==> src/rtl/char_fetch_sequencer.sv <==
// Text-mode character fetch sequencer: a nine-cycle cell schedule that fetches a VRAM word and a font byte, then hands the cell to the pixel generator.
// The spare VRAM slot in each cell goes to the CPU. Optional cursor compare logic is included when CURSOR_EN is defined.
module char_fetch_sequencer #(
  parameter int COLS   = 80,
  parameter int ADDR_W = 11
) (
  input  logic              clk,
  input  logic              reset,
  input  logic              line_start,
  input  logic [ADDR_W-1:0] row_base,
  input  logic [3:0]        scanline,
  output logic [ADDR_W-1:0] vram_addr,
  output logic              vram_rd,
  output logic              vram_we,
  output logic [15:0]       vram_wdata,
  input  logic [15:0]       vram_data,
  output logic [11:0]       font_addr,
  input  logic [7:0]        font_q,
  output logic              load,
  output logic [7:0]        attribute_data,
  output logic [7:0]        font_data,
  output logic [2:0]        char_msbs,
  input  logic [ADDR_W-1:0] cursor_addr,
  input  logic [3:0]        cursor_start,
  input  logic [3:0]        cursor_end,
  input  logic              cursor_blink,
  output logic              cursor_active,
  input  logic              cpu_req,
  input  logic              cpu_we,
  input  logic [ADDR_W-1:0] cpu_addr,
  input  logic [15:0]       cpu_wdata,
  output logic              cpu_ack,
  output logic [15:0]       cpu_rdata,
  output logic              busy
);

  typedef enum logic {IDLE, FETCH} state_t;

  localparam logic [7:0] LAST_COL = 8'(COLS - 1);

  state_t            state, state_next;
  logic [3:0]        phase, phase_next;
  logic [7:0]        col, col_next;
  logic [ADDR_W-1:0] fetch_addr;
  logic              grant;
  logic              load_now;
  logic              idle_grant;
  logic              ack_pending;
  logic              ack_we;
  logic [7:0]        char_stage;
  logic [7:0]        attr_stage;
  logic [7:0]        font_stage;

  assign fetch_addr = row_base + ADDR_W'(col);

  always_ff @(posedge clk or posedge reset) begin
    if (reset) begin
      state <= IDLE;
      phase <= 4'd0;
      col   <= 8'd0;
    end else begin
      state <= state_next;
      phase <= phase_next;
      col   <= col_next;
    end
  end

  always_comb begin
    state_next = state;
    phase_next = phase;
    col_next   = col;
    grant      = 1'b0;
    load_now   = 1'b0;
    vram_addr  = '0;
    vram_rd    = 1'b0;
    vram_we    = 1'b0;
    vram_wdata = 16'd0;
    font_addr  = 12'd0;
    case (state)
      IDLE: begin
        grant = idle_grant;
        if (line_start) begin
          state_next = FETCH;
          phase_next = 4'd0;
          col_next   = 8'd0;
        end
      end
      FETCH: begin
        if (line_start) begin
          // Restart: the CPU slot of this cycle (if any) is not granted.
          phase_next = 4'd0;
          col_next   = 8'd0;
        end else begin
          if (phase == 4'd8) begin
            phase_next = 4'd0;
            if (col == LAST_COL) begin
              state_next = IDLE;
              col_next   = 8'd0;
            end else begin
              col_next = col + 8'd1;
            end
          end else begin
            phase_next = phase + 4'd1;
          end
          grant    = (phase == 4'd4) && cpu_req;
          load_now = (phase == 4'd7);
        end
        if (phase == 4'd0) begin
          vram_addr = fetch_addr;
          vram_rd   = 1'b1;
        end
        if (phase == 4'd2) begin
          font_addr = {char_stage, scanline};
        end
      end
      default: ;
    endcase
    if (grant) begin
      vram_addr  = cpu_addr;
      vram_rd    = ~cpu_we;
      vram_we    = cpu_we;
      vram_wdata = cpu_we ? cpu_wdata : 16'd0;
    end
  end

  always_ff @(posedge clk or posedge reset) begin
    if (reset) begin
      idle_grant     <= 1'b0;
      ack_pending    <= 1'b0;
      ack_we         <= 1'b0;
      char_stage     <= 8'd0;
      attr_stage     <= 8'd0;
      font_stage     <= 8'd0;
      load           <= 1'b0;
      attribute_data <= 8'd0;
      font_data      <= 8'd0;
      char_msbs      <= 3'd0;
    end else begin
      // The CPU still holds cpu_req during grant and ack cycles; do not re-grant it.
      idle_grant  <= (state_next == IDLE) && cpu_req && !grant && !ack_pending;
      ack_pending <= grant;
      if (grant) begin
        ack_we <= cpu_we;
      end
      if (state == FETCH && phase == 4'd1) begin
        char_stage <= vram_data[7:0];
        attr_stage <= vram_data[15:8];
      end
      if (state == FETCH && phase == 4'd3) begin
        font_stage <= font_q;
      end
      load <= load_now;
      if (load_now) begin
        attribute_data <= attr_stage;
        font_data      <= font_stage;
        char_msbs      <= char_stage[7:5];
      end
    end
  end

  assign cpu_ack   = ack_pending;
  assign cpu_rdata = (ack_pending && !ack_we) ? vram_data : 16'd0;
  assign busy      = (state == FETCH);

`ifdef CURSOR_EN
  logic cursor_hit;
  logic cursor_stage;

  assign cursor_hit = (fetch_addr == cursor_addr) && (cursor_start <= scanline) &&
                      (scanline <= cursor_end) && cursor_blink;

  always_ff @(posedge clk or posedge reset) begin
    if (reset) begin
      cursor_stage  <= 1'b0;
      cursor_active <= 1'b0;
    end else begin
      if (state == FETCH && phase == 4'd1) begin
        cursor_stage <= cursor_hit;
      end
      if (load_now) begin
        cursor_active <= cursor_stage;
      end
    end
  end
`else
  logic cursor_unused;
  assign cursor_unused = ^{cursor_addr, cursor_start, cursor_end, cursor_blink};
  assign cursor_active = 1'b0;
`endif

endmodule

==> config.mk <==
export PLATFORM = sky130hd
export DESIGN_NAME = char_fetch_sequencer
export DESIGN_NICKNAME = d
export VERILOG_FILES = /design/src/rtl/char_fetch_sequencer.sv
export SDC_FILE = /design/constraint.sdc
export NUM_CORES = 1
export LEC_CHECK = 0
export CORE_ASPECT_RATIO = 0.75
export CORE_MARGIN = 2
export CORE_UTILIZATION = 30
export DETAILED_ROUTE_END_ITERATION = 8
export PLACE_DENSITY_LB_ADDON = 0.08
export SLEW_MARGIN = 20
export SYNTH_ARGS = -nofsm -noshare
export SYNTH_HDL_FRONTEND = slang
export SYNTH_SLANG_ARGS = --single-unit
export TNS_END_PERCENT = 5
==> constraint.sdc <==
create_clock -name clk -period 3.1 [get_ports clk]
set_input_delay 0.31 -clock clk [delete_from_list [all_inputs] [get_ports clk]]
set_output_delay 0.31 -clock clk [all_outputs]
set_load 0.005 [all_outputs]
# Word-level counts from Yosys, hierarchy flattened
# Index checks and enable logic that the tools add are counted.
# W data, S select, Z words.
# op_classes
mul	0
reduce_logical	12
n_mux	30
n_eq_ne	9
div_mod_pow	0
n_bitwise	3
addsub	3
magnitude_cmp	0
n_shift	0
# ops
operator	n
$mux W16	3
$mux W11	3
$mux W8	4
$mux W12	2
$pmux W8 S2	1
$mux W4	3
$add A11 B8 Y11	1
$mux W1	11
$add A8 B1 Y8 const B	1
$eq A4 B2 Y1 const B	2
$eq A4 B3 Y1 const B	2
$eq A8 B7 Y1 const B	1
$pmux W4 S2	1
$logic_and A1 B1 Y1	7
$add A4 B1 Y4 const B	1
$eq A4 B1 Y1 const B	1
$eq A4 B4 Y1 const B	1
$logic_not A4 Y1	1
$pmux W1 S2	2
$logic_not A1 Y1	3
$ne A3 B2 Y1 const B	1
$not A1 Y1	3
$ne A2 B2 Y1 const B	1
$reduce_and A2 Y1	1
# word_totals
n_memories	0
latch_bits	0
word_cells	70
inputBits	91
ff_bits	60
mem_bits_rw	0
output_inout_bits	80
mem_bits_ro	0

# Logic depth before layout (Yosys ltp)
# Gate-level depths: netlist of the first run.
# logic_depth
ltp_word	9
mapped_depth	8
depth_no_buf	7

# Worst setup path before layout of the first run
# Ideal clock, no wire load.
# synth_timing
kind	register to output
startpoint	register col[0]
endpoint	output vram_addr[8]
arrival_time_ps	1970
slack_ps	820
required_ps	2790
stages_incl_launch_ff	8
path_buffers	0
path_cell_list	dfrtp_1 > ha_1 > fa_1 > a21o_1 > a221oi_2 > o21ai_0 > xnor2_1 > a22o_1
# synth_between
elab_chain_len	4
# synth_rtl
element	line_no	rtl
from (decl)	43	logic [7:0] col, col_next;
from (signal assigned)	64	col <= col_next;
$add A11 B8 Y11	54	assign fetch_addr = row_base + ADDR_W'(col);
$mux W11	108	if (phase == 4'd0) begin
$mux W11	79	case (state)
$mux W11	118	if (grant) begin
to (decl)	12	output logic [ADDR_W-1:0] vram_addr,
# No other way between the ends.

# Worst setup path in the final report of the first run
# layout_timing
startpoint	register col[0]
endpoint	output vram_addr[10]
# Same word-level chain as after synthesis.

==> out/results.txt, run 1 <==
Crit-path max FO -> 3
WS Path Type -> flop to output port
Post-CTS Hold Buffers -> 0
Peak VDD IR -> 354.3 uV
Final hold violation count -> 0
Drt first pass iters -> 4
Outcome -> completed
Rows -> 33
Main flop type after synthesis -> dfrtp_1
Dpl cell area -> 4959 um^2
Worst hold slack -> 266.7 ps
Clock Tree Root -> clkbuf_16
Number of global-route vias before repair -> 2629
Share of cells above drive strength 1 -> 18.67%
Diode count -> 0
Seq/Total Area, Yosys -> 44.86%
Final Util -> 48.38%
# placed instances -> 573
Clock Skews -> 5.991 ps
Final setup vio count -> 0
Slew HR -> 47.01%
Mapped Cells -> 291
Power Total -> 2.308 mW
GPL Wtd Cong -> 0.7958
Area Growth Syn to Fin -> 57.57%
Final HPWL DP -> 6.234 mm
Chip Width -> 126.0 um
Largest net degree at the start of global routing -> 33
First-pass GRT wire length -> 13.34 mm
Crit end category -> output port
Crit path DAT -> 2680 ps
Slew Limit Fails -> 0
Post-layout net count -> 550
Via density -> 4.675
Clk slew on worst S/H paths -> 50 ps
Routed Antenna Nets -> 0
Drc violations -> 0
CTS tree -> done
Final cell count without fillers -> 590
Clk sinks -> 60
Unrepaired setup endpoints after global routing -> yes
Tightest Pin Transition -> 794.9 ps
Fin crit share -> 96.42%
Total Routing Usage GR -> 14.00%
Initial antenna violation count -> 0
P per Cell Area -> 437.6 nW/um^2
HP Class -> input pin to asynchronous set/reset pin
P_leak -> 2.371 nW
DR iter-0 viols -> 118
Total CTS buffers -> 9
Startpoint types -> flop
R2R cell count -> 3
Ys Warns -> 0
Final worst path period need -> 2989 ps
Final worst slack -> 110.9 ps
Syn avg cell area -> 11.50 um^2
Clk_lat worst skew -> 320 ps
Worst EP required -> 2790 ps
Synth Register Bits -> 60
Max_cap viols -> 0
Post-synthesis cell type count -> 46
I/O Pins -> 171
Vias -> 2758
Synth Cell Area -> 3347 um^2
CTS Buffer Depth -> 2
DP Worst Slack -> -86.57 ps
Mapped Nets -> 396
Routed WL -> 8.272 mm
EDFF count, synth -> 0
Htree depth -> 3
Initial Util -> 30.70%
Die Y -> 95.48 um
Asr flop ratio synth -> 100.0%
Avg WL per Cell -> 14.02 um
F_max -> 334.5 MHz
Core area -> 10900 um^2
TNS Setup -> 0 ps
Design area -> 5274 um^2
PortBufs -> 149
Die area -> 12030 um^2
GR Overflow Total -> 0
-- cell usage in the layout, fill, tap and decap left out, types with 2 or more instances in the layout --
master and count:
nand2_1 9, nor4b_2 2, xnor2_1 7, mux2i_1 2, inv_1 5, nor2_1 12, o211ai_1 2, and3_1 20
clkbuf_16 9, buf_4 11, a21oi_1 9, dfrtp_1 59, ha_1 12, and4_1 2, a31oi_1 3, and2_1 29
mux2_2 43, clkdlybuf4s50_1 148, a22o_1 11, xor2_1 6, o21ai_0 5, clkinv_2 4, nand3_1 3, a21o_1 7
-- kinds of logic after synthesis --
group | Yosys count | share of synthesized area (%)
fa+ha+maj | 14 | 5.458
buf+inv | 23 | 4.561
simple gates | 88 | 16.04
other cells | 1 | 0.1120
compound gates | 46 | 10.17
flops | 60 | 44.86
mux | 46 | 15.40
xor+xnor | 13 | 3.402
-- metal layers --
metal  part of all wire, %  track usage [%]
met5                     0                0
met4                  0.60            3.571
met3                   6.9            5.331
met2                    45            20.83
met1                    47            19.20
-- power breakdown --
group | switching (mW) | internal, mW
logic | 0.146 | 0.304
registers | 0.0633 | 0.913
clock network | 0.326 | 0.555
total | 0.536 | 1.77
-- area by class of cell --
cell class,count,area [um^2]
tap,140,175.2
sequential,60,1503
clock inverter,5,27.53
fill,1035,5627
multi-input combinational,208,1727
timing repair buffer,160,1577
clock buffer,11,242.7
inverter,6,22.52
-- path summary, 6_finish.rpt --
kind                               from             to  slack, ps
worst max-delay path             col[0]  vram_addr[10]        110
worst min-delay path              reset     idle_grant        270
worst max register to register     busy  font_stage[7]       1130
worst min register to register  cpu_ack     idle_grant        480
max in group asynchronous         reset       phase[1]       2150
min in group clk                cpu_ack     idle_grant        480
-- flip-flops by register name, summed over array words and instances (netlist names) --
register	flops
font_stage	8
col	8
char_stage	8
font_data	8
attr_stage	8
char_msbs	3
idle_grant	1
ack_we	1
load	1
attribute_data	8
cpu_ack	1
phase	4
busy	1
-- cells in the mapped netlist, types with 2 or more instances --
master / count / area, um^2
and3_1: 20 / 125.1
a21oi_1: 9 / 45.04
xor2_1: 6 / 52.55
a22o_1: 11 / 96.34
clkbuf_1: 5 / 18.77
o211ai_1: 2 / 15.01
buf_2: 2 / 10.01
and2_1: 29 / 181.4
mux2_2: 43 / 484.2
dfrtp_1: 60 / 1501
and4_1: 2 / 17.52
a31oi_1: 3 / 18.77
a21o_1: 7 / 52.55
nor4b_2: 2 / 30.03
xnor2_1: 7 / 61.31
inv_1: 6 / 22.52
buf_4: 3 / 22.52
nand2_1: 9 / 33.78
nand3_1: 3 / 15.01
buf_6: 7 / 78.83
o21ai_0: 6 / 30.03
mux2i_1: 2 / 20.02
ha_1: 13 / 162.7
nor2_1: 12 / 45.04
-- worst max-delay path: stages (launching register included) --
cell and delay, ps:
dfrtp_2 430, ha_4 180, fa_2 340, a21o_1 210
a221oi_4 300, a21oi_1 130, xor2_1 150, a22o_1 190
clkdlybuf4s50_1 440
-- repair_timing --
item / in CTS / in global routing
pin swaps: 4 / 3
setup buffers: 1 / 0
resized for setup: 5 / 4
endpoints found under the setup margin: 3 / 4
Power figures use the tool's default switching activity.
==> run 2, diff against run 1 <==
CORE_MARGIN = 1   (was 2)
==> run 2 against run 1 <==
Net effect:
- die area is 3.6% lower
- combinational power hardly changed
- sequential share of layout area is 0.26 points lower
- cell area is 0.93% higher
- non-clock buffer count is 1 lower
- critical path depth stayed put
- clock skew is 1.5 ps lower
- highest routed layer unchanged
==> out/results.txt, run 2 (synthesized netlist as in run 1, its figures left out) <==
R2R cell count -> 3 (unchanged)
GPL Wtd Cong -> 0.7409 (-6.9%)
Crit-path max FO -> 3 (unchanged)
Area Growth Syn to Fin -> 59.03%
Outcome -> completed
F_max -> 334.5 MHz (about the same)
Unrepaired setup endpoints after global routing -> yes
Final hold violation count -> 0 (unchanged)
Clk_lat worst skew -> 320 ps (about the same)
Worst hold slack -> 469.0 ps (+202.3 ps)
Most frequent cells in the layout -> clkdlybuf4s50_1, dfrtp_1, mux2_2
Post-layout net count -> 549 (-0.18%)
Area of the multi-input gates -> 1723 um^2 (-0.22%)
Drt first pass iters -> 4 (unchanged)
GR Overflow Total -> 0 (unchanged)
Fillcell total -> 984 (-4.9%)
Clock Skews -> 4.469 ps (-1.522 ps)
Max_cap viols -> 0 (unchanged)
Clk slew on worst S/H paths -> 50 ps (about the same)
Via density -> 4.632 (-0.90%)
Slew HR -> 46.81% (-0.20 points)
Drc violations -> 0 (unchanged)
DR iter-0 viols -> 93 (-21%)
I/O Pins -> 171 (unchanged)
Avg WL per Cell -> 13.91 um (-0.82%)
PortBufs -> 149 (unchanged)
P_leak -> 2.402 nW (+1.3%)
Htree depth -> 3 (unchanged)
Final setup vio count -> 0 (unchanged)
HP Class -> flop to flop
WHS Path Cells -> 1
Diode count -> 0 (unchanged)
Crit path DAT -> 2680 ps (about the same)
Startpoint types -> flop
Tightest Pin Transition -> 797.8 ps (+2.937 ps)
Final worst slack -> 110.2 ps (-0.6710 ps)
Largest net degree at the start of global routing -> 61 (+85%)
HP Start -> cpu_ack
TNS Setup -> 0 ps (unchanged)
Crit end category -> output port
Worst EP required -> 2790 ps (about the same)
Critical R2R Launch -> busy
Most common cell after layout, fill and taps aside -> clkdlybuf4s50_1
Share of cells above drive strength 1 -> 18.04% (-0.63 points)
R2r setup slk -> 1150 ps (+20 ps)
Routed Antenna Nets -> 0 (unchanged)
Routed WL -> 8.135 mm (-1.7%)
Clock Tree Root -> clkbuf_16
Chip Width -> 124.0 um (-1.6%)
Initial Util -> 31.66% (+0.96 points)
Vias -> 2710 (-1.7%)
Rows -> 32 (-3.0%)
Clk sinks -> 60 (unchanged)
Number of global-route vias before repair -> 2662 (+1.3%)
P per Cell Area -> 477.1 nW/um^2 (+9.0%)
Final HPWL DP -> 6.046 mm (-3.0%)
Die Y -> 93.48 um (-2.1%)
Core area -> 10570 um^2 (-3.0%)
Die area -> 11590 um^2 (-3.6%)
WS Path Type -> flop to output port
FF/Latch Area -> 1503 um^2 (unchanged)
Slew Limit Fails -> 0 (unchanged)
Total Routing Usage GR -> 14.83% (+0.83 points)
Fin crit share -> 96.44% (about the same)
DP Worst Slack -> -68.38 ps (+18.19 ps)
FF-to-FF End -> font_stage[2]
CTS Buffer Depth -> 2 (unchanged)
Initial antenna violation count -> 0 (unchanged)
Peak VDD IR -> 347.0 uV (-2.1%)
Worst hold endpoint -> idle_grant
CTS tree -> done
First-pass GRT wire length -> 13.15 mm (-1.4%)
Total CTS buffers -> 9 (unchanged)
Final worst path period need -> 2990 ps (+0.6710 ps)
run 2: changes by cell type in the layout (fill, tap and decap cells not counted), sizes merged:
| cell | delta |
|---|---|
| clkinv | -2 |
| clkinvlp | -1 |
| dlymetal6s2s | +1 |
| bufinv | +3 |
| clkdlybuf4s50 | -1 |
| buf | -1 |
run 2: metal layers:
| layer | part of all wire (%) | track usage, % |
|---|---|---|
| met5 | 0 | 0 |
| met2 | 46 | 22.64 |
| met4 | 1.2 | 5.357 |
| met3 | 6.5 | 4.939 |
| met1 | 46 | 19.41 |
run 2: through the flow:
| stage | utilization (%) | power (mW) | std cells | cell area [um^2] |
|---|---|---|---|---|
| finish | 50.36 | 2.540 | 585 | 5323 |
| global route | 50.36 | 2.673 | 585 | 5323 |
| CTS | 50.21 | 2.582 | 585 | 5308 |
| detailed placement | 46.79 | 1.448 | 568 | 4946 |
| global placement | 46.79 | 1.432 | 568 | 4946 |
| floorplan | - | 1.196 | 291 | 3347 |
run 2: worst max-delay path by stage:
stage                 from             to  slack [ps]  cells after the start
2_1_floorplan       col[0]   vram_addr[8]         820                      7
3_3_place_gp   row_base[0]   vram_addr[8]         -50                      9
3_5_place_dp   row_base[0]   vram_addr[8]         -70                      9
4_1_cts             col[0]   vram_addr[8]           2                      8
5_1_grt             col[0]  vram_addr[10]          -8                      8
6_report            col[0]   vram_addr[6]         110                      8
run 2: cell type report:
cell class	count	share of cell area (%)
flip-flops and latches	60	28.23
clock inverters	5	1.881
multi-input cells	208	32.37
repair buffers	159	29.53
clock buffers	11	4.372
inverters	6	0.4231
well taps	136	3.197
run 2: worst max-delay path: stages (launching register included):
cell,delay (ps)
dfrtp_2,420
ha_4,170
fa_2,340
a21o_1,230
a221oi_4,300
buf_4,170
xnor2_1,100
a22o_1,140
clkdlybuf4s50_1,490
run 2: repair_timing:
action / CTS / global route
endpoints found under the setup margin: 3 / 3
resized for setup: 6 / 3
pin swaps: 4 / 4
buffers inserted: 1 / 0
hold buffers: 0 / 0
endpoints found under the hold margin: 0 / 0
run 2: report_power, final:
| part | total (mW) | switching [mW] | internal, mW |
|---|---|---|---|
| logic | 0.450 | 0.147 | 0.303 |
| clock network | 1.11 | 0.332 | 0.782 |
| registers | 0.976 | 0.0633 | 0.913 |
